[src/rtl/sseg_pkg.sv]
// Shared constants for the scanned 7-segment receive path: active-high segment
// patterns (bit0=a .. bit6=g), segment bit indices and the scan FSM state type.
package sseg_pkg;

  localparam int SEG_DP_BIT = 7;
  localparam int SEG_G_BIT  = 6;

  localparam logic [6:0] SEG_0     = 7'h3F;
  localparam logic [6:0] SEG_1     = 7'h06;
  localparam logic [6:0] SEG_2     = 7'h5B;
  localparam logic [6:0] SEG_3     = 7'h4F;
  localparam logic [6:0] SEG_4     = 7'h66;
  localparam logic [6:0] SEG_5     = 7'h6D;
  localparam logic [6:0] SEG_6     = 7'h7D;
  localparam logic [6:0] SEG_7     = 7'h27;
  localparam logic [6:0] SEG_8     = 7'h7F;
  localparam logic [6:0] SEG_9     = 7'h6F;
  localparam logic [6:0] SEG_A     = 7'h77;
  localparam logic [6:0] SEG_B     = 7'h7C;
  localparam logic [6:0] SEG_C     = 7'h58;
  localparam logic [6:0] SEG_D     = 7'h5E;
  localparam logic [6:0] SEG_E     = 7'h79;
  localparam logic [6:0] SEG_F     = 7'h71;
  localparam logic [6:0] SEG_BLANK = 7'h00;

  typedef enum logic [1:0] {
    IDLE  = 2'd0,
    TRACK = 2'd1,
    HOLD  = 2'd2
  } state_e;

endpackage

[src/rtl/sseg_pat2hex.sv]
// Combinational decoder from an active-high 7-segment pattern to a hex nibble,
// flagging the all-off pattern as blank and anything else unknown as illegal.
module sseg_pat2hex
  import sseg_pkg::*;
(
  input  logic [SEG_G_BIT:0] pat,
  output logic [3:0]         nibble,
  output logic               blank,
  output logic               illegal
);

  always_comb begin
    nibble  = 4'h0;
    blank   = 1'b0;
    illegal = 1'b0;
    case (pat)
      SEG_0:     nibble = 4'h0;
      SEG_1:     nibble = 4'h1;
      SEG_2:     nibble = 4'h2;
      SEG_3:     nibble = 4'h3;
      SEG_4:     nibble = 4'h4;
      SEG_5:     nibble = 4'h5;
      SEG_6:     nibble = 4'h6;
      SEG_7:     nibble = 4'h7;
      SEG_8:     nibble = 4'h8;
      SEG_9:     nibble = 4'h9;
      SEG_A:     nibble = 4'hA;
      SEG_B:     nibble = 4'hB;
      SEG_C:     nibble = 4'hC;
      SEG_D:     nibble = 4'hD;
      SEG_E:     nibble = 4'hE;
      SEG_F:     nibble = 4'hF;
      SEG_BLANK: blank  = 1'b1;
      default:   illegal = 1'b1;
    endcase
  end

endmodule

[src/rtl/sseg_scan_rx.sv]
// Receiver for a scanned active-low 7-segment display: captures each digit once
// its strobe/segment sample is stable. Define SSEG_SCAN_RX_SYNC_EN for 2-flop input sync.
//
// state | meaning
// IDLE  | no strobe, or more than one strobe active
// TRACK | one strobe active, counting identical samples
// HOLD  | digit captured, waiting for the sample to change
module sseg_scan_rx
  import sseg_pkg::*;
#(
  parameter int NDIG       = 4,
  parameter int STABLE_CYC = 16
) (
  input  logic              clk,
  input  logic              rst_n,
  input  logic [7:0]        seg_n,
  input  logic [NDIG-1:0]   dig_n,
  input  logic              clr,
  output logic [4*NDIG-1:0] digits,
  output logic [NDIG-1:0]   dp,
  output logic [NDIG-1:0]   blank,
  output logic [NDIG-1:0]   illegal,
  output logic              frame_stb,
  output logic              scan_err
);

  localparam logic [7:0] CNT_MAX = 8'(STABLE_CYC);

  logic [7:0]      s_seg;
  logic [NDIG-1:0] s_dig;

`ifdef SSEG_SCAN_RX_SYNC_EN
  logic [7:0]      seg_sync1_q, seg_sync2_q;
  logic [NDIG-1:0] dig_sync1_q, dig_sync2_q;

  // Reset to all ones so the sampled bus reads as inactive until real data arrives.
  always_ff @(posedge clk or negedge rst_n) begin
    if (!rst_n) begin
      seg_sync1_q <= '1;
      seg_sync2_q <= '1;
      dig_sync1_q <= '1;
      dig_sync2_q <= '1;
    end else begin
      seg_sync1_q <= seg_n;
      seg_sync2_q <= seg_sync1_q;
      dig_sync1_q <= dig_n;
      dig_sync2_q <= dig_sync1_q;
    end
  end

  assign s_seg = ~seg_sync2_q;
  assign s_dig = ~dig_sync2_q;
`else
  assign s_seg = ~seg_n;
  assign s_dig = ~dig_n;
`endif

  state_e            state_q, state_d;
  logic [7:0]        cnt_q, cnt_d;
  logic [7:0]        prev_seg_q, prev_seg_d;
  logic [NDIG-1:0]   prev_dig_q, prev_dig_d;
  logic [4*NDIG-1:0] digits_q, digits_d;
  logic [NDIG-1:0]   dp_q, dp_d;
  logic [NDIG-1:0]   blank_q, blank_d;
  logic [NDIG-1:0]   illegal_q, illegal_d;
  logic [NDIG-1:0]   seen_q, seen_d;
  logic              frame_stb_q, frame_stb_d;
  logic              scan_err_q, scan_err_d;

  logic [3:0] dec_nibble;
  logic       dec_blank, dec_illegal;

  sseg_pat2hex u_pat2hex (
    .pat     (s_seg[SEG_G_BIT:0]),
    .nibble  (dec_nibble),
    .blank   (dec_blank),
    .illegal (dec_illegal)
  );

  logic dig_any, dig_onehot, dig_multi, same;

  assign dig_any    = |s_dig;
  assign dig_onehot = dig_any && ((s_dig & (s_dig - NDIG'(1))) == '0);
  assign dig_multi  = dig_any && !dig_onehot;
  assign same       = (s_seg == prev_seg_q) && (s_dig == prev_dig_q);

  always_comb begin
    logic [7:0]      cnt_inc;
    logic [NDIG-1:0] seen_set;

    state_d     = state_q;
    cnt_d       = cnt_q;
    prev_seg_d  = s_seg;
    prev_dig_d  = s_dig;
    digits_d    = digits_q;
    dp_d        = dp_q;
    blank_d     = blank_q;
    illegal_d   = illegal_q;
    seen_d      = seen_q;
    frame_stb_d = 1'b0;
    scan_err_d  = scan_err_q;
    cnt_inc     = (cnt_q == CNT_MAX) ? cnt_q : cnt_q + 8'd1;
    seen_set    = seen_q | s_dig;

    if (clr) begin
      state_d   = IDLE;
      cnt_d     = 8'd0;
      digits_d  = '0;
      dp_d      = '0;
      blank_d   = '1;
      illegal_d = '0;
      seen_d    = '0;
      scan_err_d = 1'b0;
    end else if (!dig_onehot) begin
      state_d = IDLE;
      cnt_d   = 8'd0;
      if (dig_multi) scan_err_d = 1'b1;
    end else begin
      case (state_q)
        IDLE: begin
          state_d = TRACK;
          cnt_d   = 8'd1;
        end
        TRACK: begin
          if (!same) begin
            cnt_d = 8'd1;
          end else begin
            cnt_d = cnt_inc;
            if (cnt_inc == CNT_MAX) begin
              state_d = HOLD;
              for (int i = 0; i < NDIG; i++) begin
                if (s_dig[i]) begin
                  digits_d[4*i +: 4] = dec_nibble;
                  dp_d[i]            = s_seg[SEG_DP_BIT];
                  blank_d[i]         = dec_blank;
                  illegal_d[i]       = dec_illegal;
                end
              end
              // A completed frame restarts the mask empty.
              if (&seen_set) begin
                frame_stb_d = 1'b1;
                seen_d      = '0;
              end else begin
                seen_d = seen_set;
              end
            end
          end
        end
        HOLD: begin
          if (!same) begin
            state_d = TRACK;
            cnt_d   = 8'd1;
          end
        end
        default: begin
          state_d = IDLE;
          cnt_d   = 8'd0;
        end
      endcase
    end
  end

  always_ff @(posedge clk or negedge rst_n) begin
    if (!rst_n) begin
      state_q     <= IDLE;
      cnt_q       <= 8'd0;
      prev_seg_q  <= '0;
      prev_dig_q  <= '0;
      digits_q    <= '0;
      dp_q        <= '0;
      blank_q     <= '1;
      illegal_q   <= '0;
      seen_q      <= '0;
      frame_stb_q <= 1'b0;
      scan_err_q  <= 1'b0;
    end else begin
      state_q     <= state_d;
      cnt_q       <= cnt_d;
      prev_seg_q  <= prev_seg_d;
      prev_dig_q  <= prev_dig_d;
      digits_q    <= digits_d;
      dp_q        <= dp_d;
      blank_q     <= blank_d;
      illegal_q   <= illegal_d;
      seen_q      <= seen_d;
      frame_stb_q <= frame_stb_d;
      scan_err_q  <= scan_err_d;
    end
  end

  assign digits    = digits_q;
  assign dp        = dp_q;
  assign blank     = blank_q;
  assign illegal   = illegal_q;
  assign frame_stb = frame_stb_q;
  assign scan_err  = scan_err_q;

endmodule
[config.mk]
export PLATFORM = sky130hd
export DESIGN_NAME = sseg_scan_rx
export DESIGN_NICKNAME = d
export VERILOG_FILES = /design/src/rtl/sseg_pkg.sv /design/src/rtl/sseg_pat2hex.sv /design/src/rtl/sseg_scan_rx.sv
export SDC_FILE = /design/constraint.sdc
export NUM_CORES = 1
export LEC_CHECK = 0
export BUFFER_PORTS_ARGS = -buffer_cell sky130_fd_sc_hd__buf_2
export CAP_MARGIN = 20
export CORE_ASPECT_RATIO = 0.75
export CORE_UTILIZATION = 60
export CTS_CLUSTER_DIAMETER = 80
export DETAILED_ROUTE_END_ITERATION = 8
export PLACE_DENSITY = 0.83
export SYNTH_ARGS = -nofsm -noshare
export SYNTH_HDL_FRONTEND = slang
export SYNTH_HIERARCHICAL = 1
export SYNTH_SLANG_ARGS = --single-unit
[constraint.sdc]
create_clock -name clk -period 5.5 [get_ports clk]
set_clock_uncertainty 0.05 [all_clocks]
set_input_delay 0.275 -clock clk [delete_from_list [all_inputs] [get_ports clk]]
set_output_delay 0.275 -clock clk [all_outputs]
set_load 0.01 [all_outputs]
# Word-level counts from Yosys, hierarchy flattened
# Cells that the tools add are included.
# totals
in_bits	15
elab_cells	147
ram_bits	0
n_memories	0
latchBits	0
romBits	0
output_inout_bits	30
register_bits	56
# classes
n_shift	0
eq_ne	26
mux	66
div_mod_pow	0
n_bitwise	4
n_reduce_logical	26
n_addsub	2
mul	0
magnitude_cmp	0
# ops
operator	n
$mux 4	25
$eq 7x7->1 const B	13
$mux 16	5
$pmux 4 s15	1
$mux 8	5
$pmux 8 s3	1
$mux 1	23
$reduce_and 5->1	4
$reduce_bool 2->1	9
$reduce_or 17->1	1
$eq 8x5->1 const B	2
$eq 7x6->1 const B	2
$ne 4x4->1 const B	3
$mux 2	5
$add 8x1->8 const B	1
$eq 8x8->1	1
$not 8->8	1
$reduce_and 4->1	2
$eq 7x3->1 const B	1
$logic_not 7->1	1
$pmux 2 s3	1
$and 4x4->4	1
$eq 4x4->1	1
$logic_not 4->1	1
other kinds (12)	14

# Longest topological paths before layout
# Gate-level depths: netlist (run 1).
# logic_depth
ltp_word	10
ltp_mapped	9

# Cells and area by module
# Netlist (run 1), hierarchy kept.
# modules_own_cells
mod	n_inst	area_per_inst_um2	cells_per_inst	seq_area_each_um2
sseg_scan_rx	1	2904.0	271	1406.3
sseg_pat2hex	1	437.9	65	0.0

# Worst setup path after synthesis (run 1)
# No wires, ideal clock.
# synth_path
path_type	register to register
startpoint	reg cnt_q[0]
endpoint	reg blank_q[0], in the netlist blank[0]
period_less_slack_ps	2291
arrival_time_ps	2166
slack_ps	3209
stages_incl_launch_ff	9
setup_time_ps	75
n_path_buf	1
cell_sequence	dfrtp_1 > inv_1 > ha_1 > or3b_2 > or3_4 > o21ai_4 > and4_1 > buf_6 > mux2i_1
# synth_between
elab_chain_cells	5
word_cells_on_any_way	6
classes_between	add/sub: 1; eq/ne: 2; mux: 1; reduce/logical: 2
# synth_rtl
item	line_no	text
start, declared	sseg_scan_rx.sv:59	logic [7:0] cnt_q, cnt_d;
start signal, assigned	sseg_scan_rx.sv:178	cnt_q <= cnt_d;
$add 8x1->8 / $eq 8x5->1 (equally long branches)	sseg_scan_rx.sv:102	cnt_inc = (cnt_q == CNT_MAX) ? cnt_q : cnt_q + 8'd1;
$mux 8 (*)	sseg_scan_rx.sv:102	
$eq 8x5->1 (*)	sseg_scan_rx.sv:129	if (cnt_inc == CNT_MAX) begin
$reduce_bool 2->1 (no source line) (*)	-	
$reduce_and 5->1 (no source line) (*)	-	
end signal, assigned	sseg_scan_rx.sv:183	blank_q <= blank_d;
end, declared	sseg_scan_rx.sv:64	logic [NDIG-1:0] blank_q, blank_d;
# Every way passes the cells marked *; elsewhere a longest branch is shown, timed or not.
# A chain may end at the register's enable or synchronous reset.

# Worst setup path after layout (run 1)
# Ends and elaborated chain as after synthesis.

==> results.tsv, run 1 <==
metric	value	unit
Ys Warns	6	
drt pass-1 iters	5	
Iter 0 DRT Violations	298	
Finished Cell Area	3650	um^2
R2R setup slack	2830	ps
diode count	0	
post-DP HPWL	4990	um
die height	66.6	um
PortBufs	44	
global-route wire length before repair	11300	um
Fmax	0.375	GHz
largest cells by area after synthesis	dfrtp_1 39%, mux2i_1 8.7%, nand2b_1 6.9%, xor2_1 3.4%, dfstp_2 3.1%	
initial antenna violation count	0	
Vias	2653	
Util after Layout	68.1	%
sequential area share after synthesis	42.1	%
switching power of the nets	0.203	mW
Syn-to-layout area delta	9.14	%
post-synth top area cell	dfrtp_1	
I/O pins	45	
# hold bufs at CTS	0	
mean routed wirelength per cell	15.9	um
Sink Count	56	
Post-Syn Nets	353	
CTS H-tree lvls	2	
maximum VDD drop	0.152	mV
gr usage total	25.5	%
WS Path Type	reg2reg	
Final Cycle Share	48.5	%
register bit total from synthesis	56	
worst hold margin	12.4	ps
Static Leak	1.74	nW
Pwr Density	203	nW/um^2
remaining routing DRC violations	0	
Max Transition Viols Final	0	
unrepaired setup endpoints after global routing	no	
worst endpoint data arrival time	2880	ps
pre-CTS setup slack	2840	ps
share of the synthesized area in the top cell type	38.9	%
largest net degree at the start of global routing	57	
FP Rows	23	
synthesized area	3340	um^2
Post-CTS Setup Bufs	0	
Sw Share	27.4	%
Die X	88.2	um
crit end category	flip-flop	
Syn Area/Cell	9.95	um^2
TritonCTS clock tree	built	
maxcap violations	0	
CTS clock-pin slew for the worst setup and hold paths	110	ps
share of cells above drive strength 1	20.3	%
Setup TNS	0	ps
worst r2r path cells	7	
number of global-route vias before repair	2290	
clock power share	32.1	%
die area	5880	um^2
final WL	7070	um
GR Overflow Total	0	
count leader, synth	dfrtp_1	
clk buf depth	2	
crit start category	flip-flop	
min cycle time layout	2670	ps
fraction of registers with async set or reset after synthesis	100	%
cts bufs inserted	5	
Seq pwr share	56.8	%
outcome	finished clean	
most frequent cells after synthesis	52 x dfrtp_1, 37 x nand2b_1, 29 x mux2i_1	
Gate Count Post-Synth	336	
Setup violations, final	0	
worst hold path type	in2async	
final antenna-violating net count	0	
Vias/cell	5.98	
EDFF count, synth	0	
worst slew pin tran	679	ps
Final Hold Viols	0	
Internal Power	0.539	mW
Synth cell types	65	
Comb pwr share	11.1	%
Worst EP required	5710	ps
core area	5350	um^2
ys flop type	dfrtp_1	
Post-Layout Cell Count	444	
final worst slack	2830	ps
Crit Path Max Fanout	9	
post_cts resized	0	
Nets	385	
DP Area	3550	um^2
Root Driver	clkbuf_8	
Initial Util	62.4	%
total power	0.742	mW
RD Place Congestion	0.892	
Rel. slew slack	54.7	%
clk_lat worst skew	320	ps
placed cells	436	
-- critical path: stages, from the launching register on --
cell,delay (ps)
dfrtp_1,480
inv_1,90
ha_1,140
or3b_2,490
o21ai_1,130
and4_1,450
and4_1,530
mux2i_1,240
-- kinds of logic (layout without fill, tap and decap cells) --
family                     Yosys count  after routing  share of synthesized area [%]
AOI/OAI and AO/OA                   54             54                           11.2
and+or+nand+nor                    138            138                           27.1
adders and majority gates            2              2                          0.749
buffers and inverters               40             73                           5.62
DFF                                 56             56                           42.1
muxes                               30             30                           9.02
xor gates and xnor gates            16             16                           4.19
-- power by group through the flow --
stage,registers (mW),clock network (mW),logic (mW)
floorplan,0.429,0,0.0567
global placement,0.429,0,0.0796
detailed placement,0.429,0,0.0816
CTS,0.422,0.243,0.0819
global route,0.422,0.257,0.0914
finish,0.422,0.238,0.0822
-- registers in the layout (all words and copies together) (netlist names), 2 cells and up --
signal      cells
seen_q          4
blank           4
digits         16
illegal         4
prev_dig_q      4
cnt_q           8
state_q         2
dp              4
prev_seg_q      8
-- area by class of cell --
| type | count | area [um^2] |
|---|---|---|
| multi-input cells | 240 | 1750 |
| clock inverters | 3 | 27.5 |
| clock buffers | 5 | 68.8 |
| fillers | 451 | 1710 |
| well taps | 75 | 93.8 |
| repair buffers | 45 | 228 |
| flip-flops and latches | 56 | 1410 |
| inverters | 20 | 75.1 |
-- cells in the final DEF, fill, tap and decap left out, types with 4 or more instances in the layout --
master    instances
dfrtp_1          52
buf_2            44
nand2b_1         37
mux2i_1          29
inv_1            20
nor2_1           18
nand2_1          15
xor2_1           13
o21ai_0          12
a21oi_1          12
nand4_1          11
nand3_1           7
nor4_1            7
clkbuf_8          5
nor3_1            4
or4_1             4
dfstp_2           4
-- worst paths after layout --
| path | to | start |
|---|---|---|
| max in group asynchronous | cnt_q[4]$_DFFE_PN0P_ | rst_n |
| hold / removal | digits[6]$_DFFE_PN0P_ | rst_n |
| hold reg to reg | scan_err$_DFFE_PN0P_ | scan_err$_DFFE_PN0P_ |
| setup / recovery | blank[0]$_DFFE_PN1P_ | cnt_q[0]$_DFFE_PN0P_ |
| setup reg to reg | blank[0]$_DFFE_PN1P_ | cnt_q[0]$_DFFE_PN0P_ |
| min in group clk | prev_seg_q[7]$_DFF_PN0_ | seg_n[7] |
-- layer usage --
| metal | wire length, um | part of all wire, % | vias to the layer above | GRT usage [%] |
|---|---|---|---|---|
| met5 | 0 | 0 | - | 0 |
| met4 | 142 | 2.0 | 0 | 10.9 |
| li1 | - | - | 1259 | - |
| met3 | 459 | 6.5 | 15 | 4.21 |
| met1 | 3490 | 49 | 1270 | 40.1 |
| met2 | 2970 | 42 | 109 | 33.8 |
(Power assumes the default switching activity.)
==> run 2, diff against run 1 <==
Settings changed: CORE_UTILIZATION 60 to 52, PLACE_DENSITY 0.83 to 0.76.
Clock period 5.5 ns to 2.2 ns, I/O delays scaled along.
==> results.tsv, run 2 (synthesis gave the netlist of run 1 again) <==
metric	value	unit
diode count	0	
share of cells above drive strength 1	28.1	%
core area	6010	um^2
FP Rows	24	
drt pass-1 iters	5	
cts bufs inserted	5	
worst hold margin	26.0	ps
die height	71.4	um
Rel. slew slack	47.6	%
DP Area	3810	um^2
Max Transition Viols Final	0	
WS Path Type	reg2reg	
RD Place Congestion	0.941	
TritonCTS clock tree	built	
worst slew pin tran	787	ps
buffer and inverter count on the worst path	2	
Final Cycle Share	99.0	%
worst hold path type	in2reg	
number of global-route vias before repair	2583	
I/O pins	45	
worst endpoint data arrival time	2340	ps
Comb pwr share	12.3	%
maxcap violations	0	
CTS H-tree lvls	2	
most frequent cells in the layout	51 x dfrtp_1, 44 x buf_2, 37 x nand2b_1	
Finished Cell Area	3980	um^2
final WL	7900	um
Largest register FFs	16	
initial antenna violation count	0	
Die X	94.6	um
Setup violations, final	0	
Setup TNS	0	ps
commonest non-fill, non-tap cell in the layout	dfrtp_1	
unrepaired setup endpoints after global routing	yes	
crit-path cells	or4b_4 -> or3_4 -> o21ai_4 -> buf_12 -> nand4_4 -> buf_12 -> mux2i_1	
placed cells	463	
Crit Path Max Fanout	7	
crit end category	flip-flop	
global-route wire length before repair	13100	um
die area	6750	um^2
max incr delay on CP	580	ps
clk_lat worst skew	320	ps
total power	1.89	mW
Pwr Density	475	nW/um^2
CTS clock-pin slew for the worst setup and hold paths	110	ps
PortBufs	44	
Static Leak	1.91	nW
Worst EP required	2360	ps
clk buf depth	2	
Worst path most repeated cell	buf_12	
mean routed wirelength per cell	16.6	um
Vias	2781	
crit start category	flip-flop	
final antenna-violating net count	0	
largest net degree at the start of global routing	40	
Initial Util	55.6	%
Internal Power	1.37	mW
slowest cell on the critical path	or4b_4	
GR Overflow Total	0	
Nets	414	
Final Hold Viols	0	
gr usage total	25.2	%
Fmax	0.459	GHz
min cycle time layout	2180	ps
outcome	finished clean	
Post-Layout Cell Count	476	
post-DP HPWL	5760	um
remaining routing DRC violations	0	
CP top delay family	simple AND/OR/NAND/NOR gates	
maximum VDD drop	0.359	mV
Sink Count	56	
clock power share	32.0	%
Root Driver	clkbuf_8	
Iter 0 DRT Violations	176	
Sw Share	27.8	%
switching power of the nets	0.525	mW
Syn-to-layout area delta	19.2	%
Vias/cell	5.84	
Seq pwr share	55.7	%
## run 2: cell types whose count changed in the layout (fill, tap and decap cells not counted), moves of 2 or more
cell,previous run,this run
buf_4,1,22
buf_12,0,6
and4_1,3,1
and4_4,0,2
dlygate4sd3_1,0,2
inv_6,0,2
nor4_1,7,5
nor4_2,0,2
o21ai_0,12,10
## run 2: layer usage
metal | global-route usage [%] | wire, um
met3 | 4.25 | 496
met5 | 0 | 0
met1 | 40.4 | 4040
met2 | 35.4 | 3280
met4 | 5.72 | 95
## run 2: final cells by class
type	instances	area (um^2)
fill	480	2020
clock inverter	3	25.0
inverter	20	75.1
timing repair buffer	74	526
sequential	56	1410
clock buffer	5	68.8
multi-input combinational	240	1780
tap	78	97.6
## run 2: power groups by stage
| stage | clock (mW) | sequential [mW] | combinational (mW) |
|---|---|---|---|
| floorplan | 0 | 1.07 | 0.142 |
| global placement | 0 | 1.07 | 0.216 |
| detailed placement | 0 | 1.07 | 0.223 |
| CTS | 0.616 | 1.05 | 0.228 |
| global route | 0.655 | 1.05 | 0.260 |
| finish | 0.604 | 1.05 | 0.233 |
## run 2: timing repair
| item | in CTS | in global routing |
|---|---|---|
| pin swaps | 1 | 3 |
| setup endpoints to repair | 11 | 35 |
| endpoints found under the hold margin | 30 | 0 |
| setup buffers | 1 | 2 |
| gates resized for setup | 1 | 12 |
| hold buffers | 2 | 0 |
## run 2: final timing paths
check / slack (ps) / startpoint / end / depth (start not counted)
max: 20 / cnt_q[6]$_DFFE_PN0P_ / illegal[2]$_DFFE_PN0P_ / 7
min: 30 / dig_n[3] / prev_dig_q[3]$_DFF_PN0_ / 2
max reg2reg: 20 / cnt_q[6]$_DFFE_PN0P_ / illegal[2]$_DFFE_PN0P_ / 7
min reg2reg: 470 / scan_err$_DFFE_PN0P_ / scan_err$_DFFE_PN0P_ / 2
max in group asynchronous: 1060 / rst_n / prev_dig_q[0]$_DFF_PN0_ / 3
min in group asynchronous: 340 / rst_n / cnt_q[1]$_DFFE_PN0P_ / 2
## run 2: stage by stage
| step | utilization, % | worst slack, ps |
|---|---|---|
| after detailed placement | 63.5 | -19.7 |
| final | 66.3 | 21.4 |
| after floorplan | - | 0.927 |
| after CTS | 65.6 | 4.35 |
| after global routing | 66.3 | -61.0 |
| after global placement | 63.5 | 41.6 |
## run 2: worst reg2reg max path, delay by kind of cell, from the launching register on
kind	cells	cell delay, ps
AND/OR/NAND/NOR	3	1090
flip-flops	1	420
buffers and inverters	2	320
AO/OA/AOI/OAI	1	80
multiplexers	1	120
